<file path="config.mk">
export PLATFORM = sky130hd
export DESIGN_NAME = memory_stage
export DESIGN_NICKNAME = d
export VERILOG_FILES = /design/src/rtl/memory_stage.sv
export SDC_FILE = /design/constraint.sdc
export NUM_CORES = 2
export LEC_CHECK = 0
export ABC_AREA = 1
export BUFFER_PORTS_ARGS = -buffer_cell sky130_fd_sc_hd__buf_2
export CORE_AREA = 5 5 269 271
export DETAILED_ROUTE_END_ITERATION = 7
export DIE_AREA = 0 0 274 276
export PLACE_DENSITY = 0.62
export SYNTH_ARGS = -nofsm -noshare
export SYNTH_HDL_FRONTEND = slang
export SYNTH_SLANG_ARGS = --single-unit
</file>
<file path="constraint.sdc">
create_clock -name clk -period 31.7 [get_ports clk]
set_clock_uncertainty 0.05 [all_clocks]
set_input_delay 1.585 -clock clk [delete_from_list [all_inputs] [get_ports clk]]
set_output_delay 1.585 -clock clk [all_outputs]
set_load 0.05 [all_outputs]
</file>
<file path="src/rtl/memory_stage.sv">
// Memory pipeline stage: issues loads/stores on the data bus, stalls until data_ok, then
// registers the aligned/extended result. Define MEM_MISALIGN_CHECK_EN to trap misaligned accesses.

typedef enum logic [1:0] {Msize1 = 2'd0, Msize2 = 2'd1, Msize4 = 2'd2, Msize8 = 2'd3} msize_t;

typedef struct packed {
  logic   regwrite;
  logic   memread;
  logic   memwrite;
  msize_t memsize;
  logic   zeroextwb;
} control_t;

typedef struct packed {
  logic        valid;
  logic [63:0] pc;
  logic [31:0] raw_instr;
  control_t    ctl;
  logic [4:0]  ra1;
  logic [4:0]  ra2;
  logic [4:0]  dst;
  logic [63:0] aluout;
  logic [63:0] memwd;
} execute_data_t;

typedef struct packed {
  logic        valid;
  logic [63:0] pc;
  logic [31:0] raw_instr;
  control_t    ctl;
  logic [4:0]  ra1;
  logic [4:0]  ra2;
  logic [4:0]  dst;
  logic [63:0] writedata;
  logic [63:0] memaddr;
} memory_data_t;

typedef struct packed {
  logic        valid;
  logic [63:0] addr;
  msize_t      size;
  logic [7:0]  strobe;
  logic [63:0] data;
} dbus_req_t;

typedef struct packed {
  logic        addr_ok;
  logic        data_ok;
  logic [63:0] data;
} dbus_resp_t;

module memory_stage (
  input  logic          clk,
  input  logic          reset,
  input  execute_data_t dataE,
  output memory_data_t  dataM,
  output logic          stallM,
  output dbus_req_t     dreq,
  input  dbus_resp_t    dresp,
  output logic          misalignM
);

  typedef enum logic [1:0] {StIdle, StWait, StDone} state_e;

  state_e        state_q, state_d;
  execute_data_t inst_q, inst_d;
  memory_data_t  data_m_q, data_m_d;
  logic          misalign_q, misalign_d;
  logic          mem_op;
  logic          mis;

  // Completion is decided by data_ok alone.
  logic unused_addr_ok;
  assign unused_addr_ok = dresp.addr_ok;

  function automatic logic [7:0] strobe_of(msize_t s, logic [2:0] off);
    logic [7:0] base;
    unique case (s)
      Msize1:  base = 8'h01;
      Msize2:  base = 8'h03;
      Msize4:  base = 8'h0F;
      default: base = 8'hFF;
    endcase
    return base << off;
  endfunction

  function automatic dbus_req_t req_of(execute_data_t e);
    dbus_req_t r;
    r.valid  = e.valid & (e.ctl.memread | e.ctl.memwrite);
    r.addr   = e.aluout;
    r.size   = e.ctl.memsize;
    r.strobe = e.ctl.memwrite ? strobe_of(e.ctl.memsize, e.aluout[2:0]) : 8'h00;
    r.data   = e.ctl.memwrite ? (e.memwd << {e.aluout[2:0], 3'b000}) : 64'h0;
    return r;
  endfunction

  function automatic logic [63:0] load_ext(msize_t s, logic zext, logic [63:0] raw,
                                           logic [2:0] off);
    logic [63:0] sh;
    sh = raw >> {off, 3'b000};
    unique case (s)
      Msize1:  return zext ? {56'h0, sh[7:0]}  : {{56{sh[7]}}, sh[7:0]};
      Msize2:  return zext ? {48'h0, sh[15:0]} : {{48{sh[15]}}, sh[15:0]};
      Msize4:  return zext ? {32'h0, sh[31:0]} : {{32{sh[31]}}, sh[31:0]};
      default: return sh;
    endcase
  endfunction

  function automatic memory_data_t pass_of(execute_data_t e, logic [63:0] wdata);
    memory_data_t m;
    m.valid     = e.valid;
    m.pc        = e.pc;
    m.raw_instr = e.raw_instr;
    m.ctl       = e.ctl;
    m.ra1       = e.ra1;
    m.ra2       = e.ra2;
    m.dst       = e.dst;
    m.writedata = wdata;
    m.memaddr   = e.aluout;
    return m;
  endfunction

  // Store writedata is don't-care; the address is reused.
  function automatic memory_data_t result_of(execute_data_t e, logic [63:0] rdata);
    logic [63:0] wd;
    wd = e.ctl.memread ? load_ext(e.ctl.memsize, e.ctl.zeroextwb, rdata, e.aluout[2:0])
                       : e.aluout;
    return pass_of(e, wd);
  endfunction

  function automatic logic misaligned(msize_t s, logic [2:0] off);
    unique case (s)
      Msize1:  return 1'b0;
      Msize2:  return off[0];
      Msize4:  return |off[1:0];
      default: return |off;
    endcase
  endfunction

  assign mem_op = dataE.valid & (dataE.ctl.memread | dataE.ctl.memwrite);

`ifdef MEM_MISALIGN_CHECK_EN
  assign mis = mem_op & misaligned(dataE.ctl.memsize, dataE.aluout[2:0]);
`else
  assign mis = 1'b0;
`endif

  always_comb begin
    state_d    = state_q;
    inst_d     = inst_q;
    data_m_d   = '0;
    misalign_d = 1'b0;
    dreq       = '0;
    stallM     = 1'b0;
    unique case (state_q)
      StIdle: begin
        if (mis) begin
          data_m_d              = pass_of(dataE, dataE.aluout);
          data_m_d.ctl.regwrite = 1'b0;
          data_m_d.ctl.memwrite = 1'b0;
          misalign_d            = 1'b1;
        end else if (mem_op) begin
          dreq = req_of(dataE);
          if (dresp.data_ok) begin
            data_m_d = result_of(dataE, dresp.data);
          end else begin
            stallM  = 1'b1;
            inst_d  = dataE;
            state_d = StWait;
          end
        end else if (dataE.valid) begin
          data_m_d = pass_of(dataE, dataE.aluout);
        end
      end
      StWait: begin
        dreq   = req_of(inst_q);
        stallM = 1'b1;
        if (dresp.data_ok) begin
          data_m_d = result_of(inst_q, dresp.data);
          state_d  = StDone;
        end
      end
      StDone: begin
        // dataE still shows the finished access this cycle; it must not be reissued.
        state_d = StIdle;
      end
      default: state_d = StIdle;
    endcase
    if (reset) begin
      stallM     = 1'b0;
      dreq.valid = 1'b0;
    end
  end

  always_ff @(posedge clk or posedge reset) begin
    if (reset) begin
      state_q    <= StIdle;
      inst_q     <= '0;
      data_m_q   <= '0;
      misalign_q <= 1'b0;
    end else begin
      state_q    <= state_d;
      inst_q     <= inst_d;
      data_m_q   <= data_m_d;
      misalign_q <= misalign_d;
    end
  end

  assign dataM     = data_m_q;
  assign misalignM = misalign_q;

endmodule

</file>
==> results_dict.tcl <==
set metrics [dict create \
    status "finished, final reports clean" \
    grt_overflow_total 0 \
    yosysTopAreaCellShare_pct 43.28 \
    fmax_ghz 0.1490 \
    reg2regPathDepth 13 \
    slew_headroom_pct 16.19 \
    cp.required_ps 30070 \
    initial_utilization_pct 41.07 \
    drv_cap 0 \
    grt_antenna_before_repair 37 \
    synth_common_cells "nand2_1, o21ai_0, dfrtp_1" \
    setup_slack_ps 24990 \
    vdd_drop_max_mv 0.04746 \
    powerDensity_nw_per_um2 69.76 \
    cts_tree "yes" \
    root_buffer "clkbuf_16" \
    syn_nets 4283 \
    grtUsageMet3_pct 7.977 \
    cts.sinks 494 \
    synth_top_area_cell "dfrtp_1" \
    die_x_um 274 \
    drtPass1Iterations 6 \
    gp_congestion 1.048 \
    clock_latency_ps 630 \
    dp_hpwl_um 94420 \
    p_switching_uw 1003 \
    drtIter0Drc 3461 \
    fin_setup_tns_ps 0 \
    num_io_pins 701 \
    cts_max_level 2 \
    avgRoutedWirePerCell_um 24.24 \
    switching_share_pct 41.89 \
    ys_types 47 \
    pre_cts_ws_ps 25220 \
    seq_power_share_pct 33.2 \
    p_int_uw 1391 \
    period_needed_ps 6711 \
    hold_class "flip-flop to flip-flop" \
    ys_seq_area_share_pct 43.28 \
    drt_wl_total_um 132300 \
    viasPerCell 5.603 \
    hold_buffers 0 \
    p_leak_uw 0.01761 \
    grt_busiest_layer "met2" \
    coreArea_um2 69540 \
    ant_nets 0 \
    hold_viol_final 0 \
    start_kind "input pin" \
    maxSlewViolCount 0 \
    syn_to_final_growth_pct 20.15 \
    grt_usage_pct 33.17 \
    synth.area.top_cells "dfrtp_1, nand2_1, o21ai_0" \
    io_buffers 698 \
    crit_path_end_kind "output port" \
    seq_area_um2 12370 \
    grt_pass1_wl_um 191500 \
    p_clk_share_pct 31.6 \
    grt_util_met1_pct 43.23 \
    rsz0062_at_grt "no" \
    async_flop_share_pct 100.0 \
    setup_viol 0 \
    cts_setup_buffers 0 \
    placed_area_um2 32100 \
    pwr-share-comb_pct 35.3 \
    ys_ff_latch 494 \
    nFillCells 7218 \
    synth_edf_count 0 \
    num_vias 30590 \
    synth_warnings 0 \
    yosysMostFrequentCell "nand2_1" \
    crit_fanout 47 \
    cts_resized 0 \
    whs_path_depth 2 \
    syn_inst 3969 \
    dieArea_um2 75620 \
    drc 0 \
    cts_made_buffers 57 \
    clk_pin_slew_ps 60 \
    grt_pass1_vias 28620 \
    grt_use_met2_pct 52.40 \
    multi_input_area_um2 13090 \
    drive_above_1_share_pct 20.11 \
    synthesis.area_um2 28560 \
    grt_max_degree 191 \
    tightest_slew_ps 1256 \
    clock_path_buffers 3 \
    syn_avg_cell_area_um2 7.197 \
    crit_type "input pin to output port" \
    arrival_ps 5080 \
    nNetsFinal 4765 \
    final_area_um2 34320 \
    synth_ff_type "dfrtp_1" \
    rows 97 \
    die_h_um 276 \
    finalCritPeriodShare_pct 21.17 \
]
==> sequential cells by signal (all words and copies together) (netlist names) <==
name	count
dataM	246
inst_q	246
state_q	2
==> cell type report <==
type | count | area share, %
tap | 940 | 3.427
clock inverter | 35 | 1.772
multi-input combinational | 2732 | 38.15
clock buffer | 69 | 4.521
antenna | 24 | 0.1750
sequential | 494 | 36.03
inverter | 424 | 4.696
timing repair buffer | 742 | 11.23
==> final timing paths <==
path,slack [ps],startpoint,endpoint
setup reg to reg,27710,inst_q[66],dataM[96]
max in group asynchronous,28170,reset,dataM[121]
hold / removal,420,inst_q[180],dataM[180]
setup / recovery,24990,dataE[245],dreq[58]
hold reg to reg,420,inst_q[180],dataM[180]
min in group asynchronous,1130,reset,dataM[4]
==> power by group through the flow <==
stage / clock [uW] / combinational [uW] / sequential, uW
finish: 756 / 844 / 794
global route: 796 / 898 / 806
CTS: 767 / 832 / 793
detailed placement: 0 / 829 / 803
global placement: 0 / 825 / 802
floorplan: 0 / 468 / 899
==> critical path, stage by stage <==
cell and delay [ps]:
buf_2 110, inv_1 50, nor2_2 130, inv_2 360, nor2_2 190, buf_4 320, inv_2 90, nor2_1 420
inv_1 700, o221ai_1 690, buf_2 370
==> cells by family after synthesis <==
group	after synthesis	synth area share, %
other	1	0.01313
multiplexers	15	0.5256
AND/OR/NAND/NOR	1392	19.34
AO/OA/AOI/OAI	1324	25.88
buffers and inverters	743	10.96
flip-flops	494	43.28
==> cell usage in the layout, fill, tap and decap left out, types with 49 or more instances in the layout <==
cell type	n
dfrtp_1	493
buf_2	696
o21ai_0	553
o22ai_1	186
clkbuf_16	57
nand2_1	1162
o21ai_1	228
nand3_1	62
nor2_1	100
o211ai_1	49
a21oi_1	168
inv_1	401
==> layer usage <==
layer  wire length [um]  share of wire (%)  up-vias
li1                   -                  -    14160
met1              51730                 39    14510
met2              60840                 46     1593
met3              12860                9.7      308
met4               6773                5.1       20
met5                138               0.10        -
==> stage by stage <==
| stage | power (uW) | hold WS (ps) | instances | utilization, % |
|---|---|---|---|---|
| 6_report | 2394 | 415.1 | 5460 | 49.35 |
| 3_5_place_dp | 1632 | 418.9 | 5332 | 46.16 |
| 2_1_floorplan | 1367 | 394.2 | 3969 | - |
| 5_1_grt | 2500 | 444.8 | 5454 | 49.33 |
| 3_3_place_gp | 1627 | 409.9 | 5332 | 46.16 |
| 4_1_cts | 2391 | 393.5 | 5436 | 49.27 |
(Power assumes the default switching activity.)
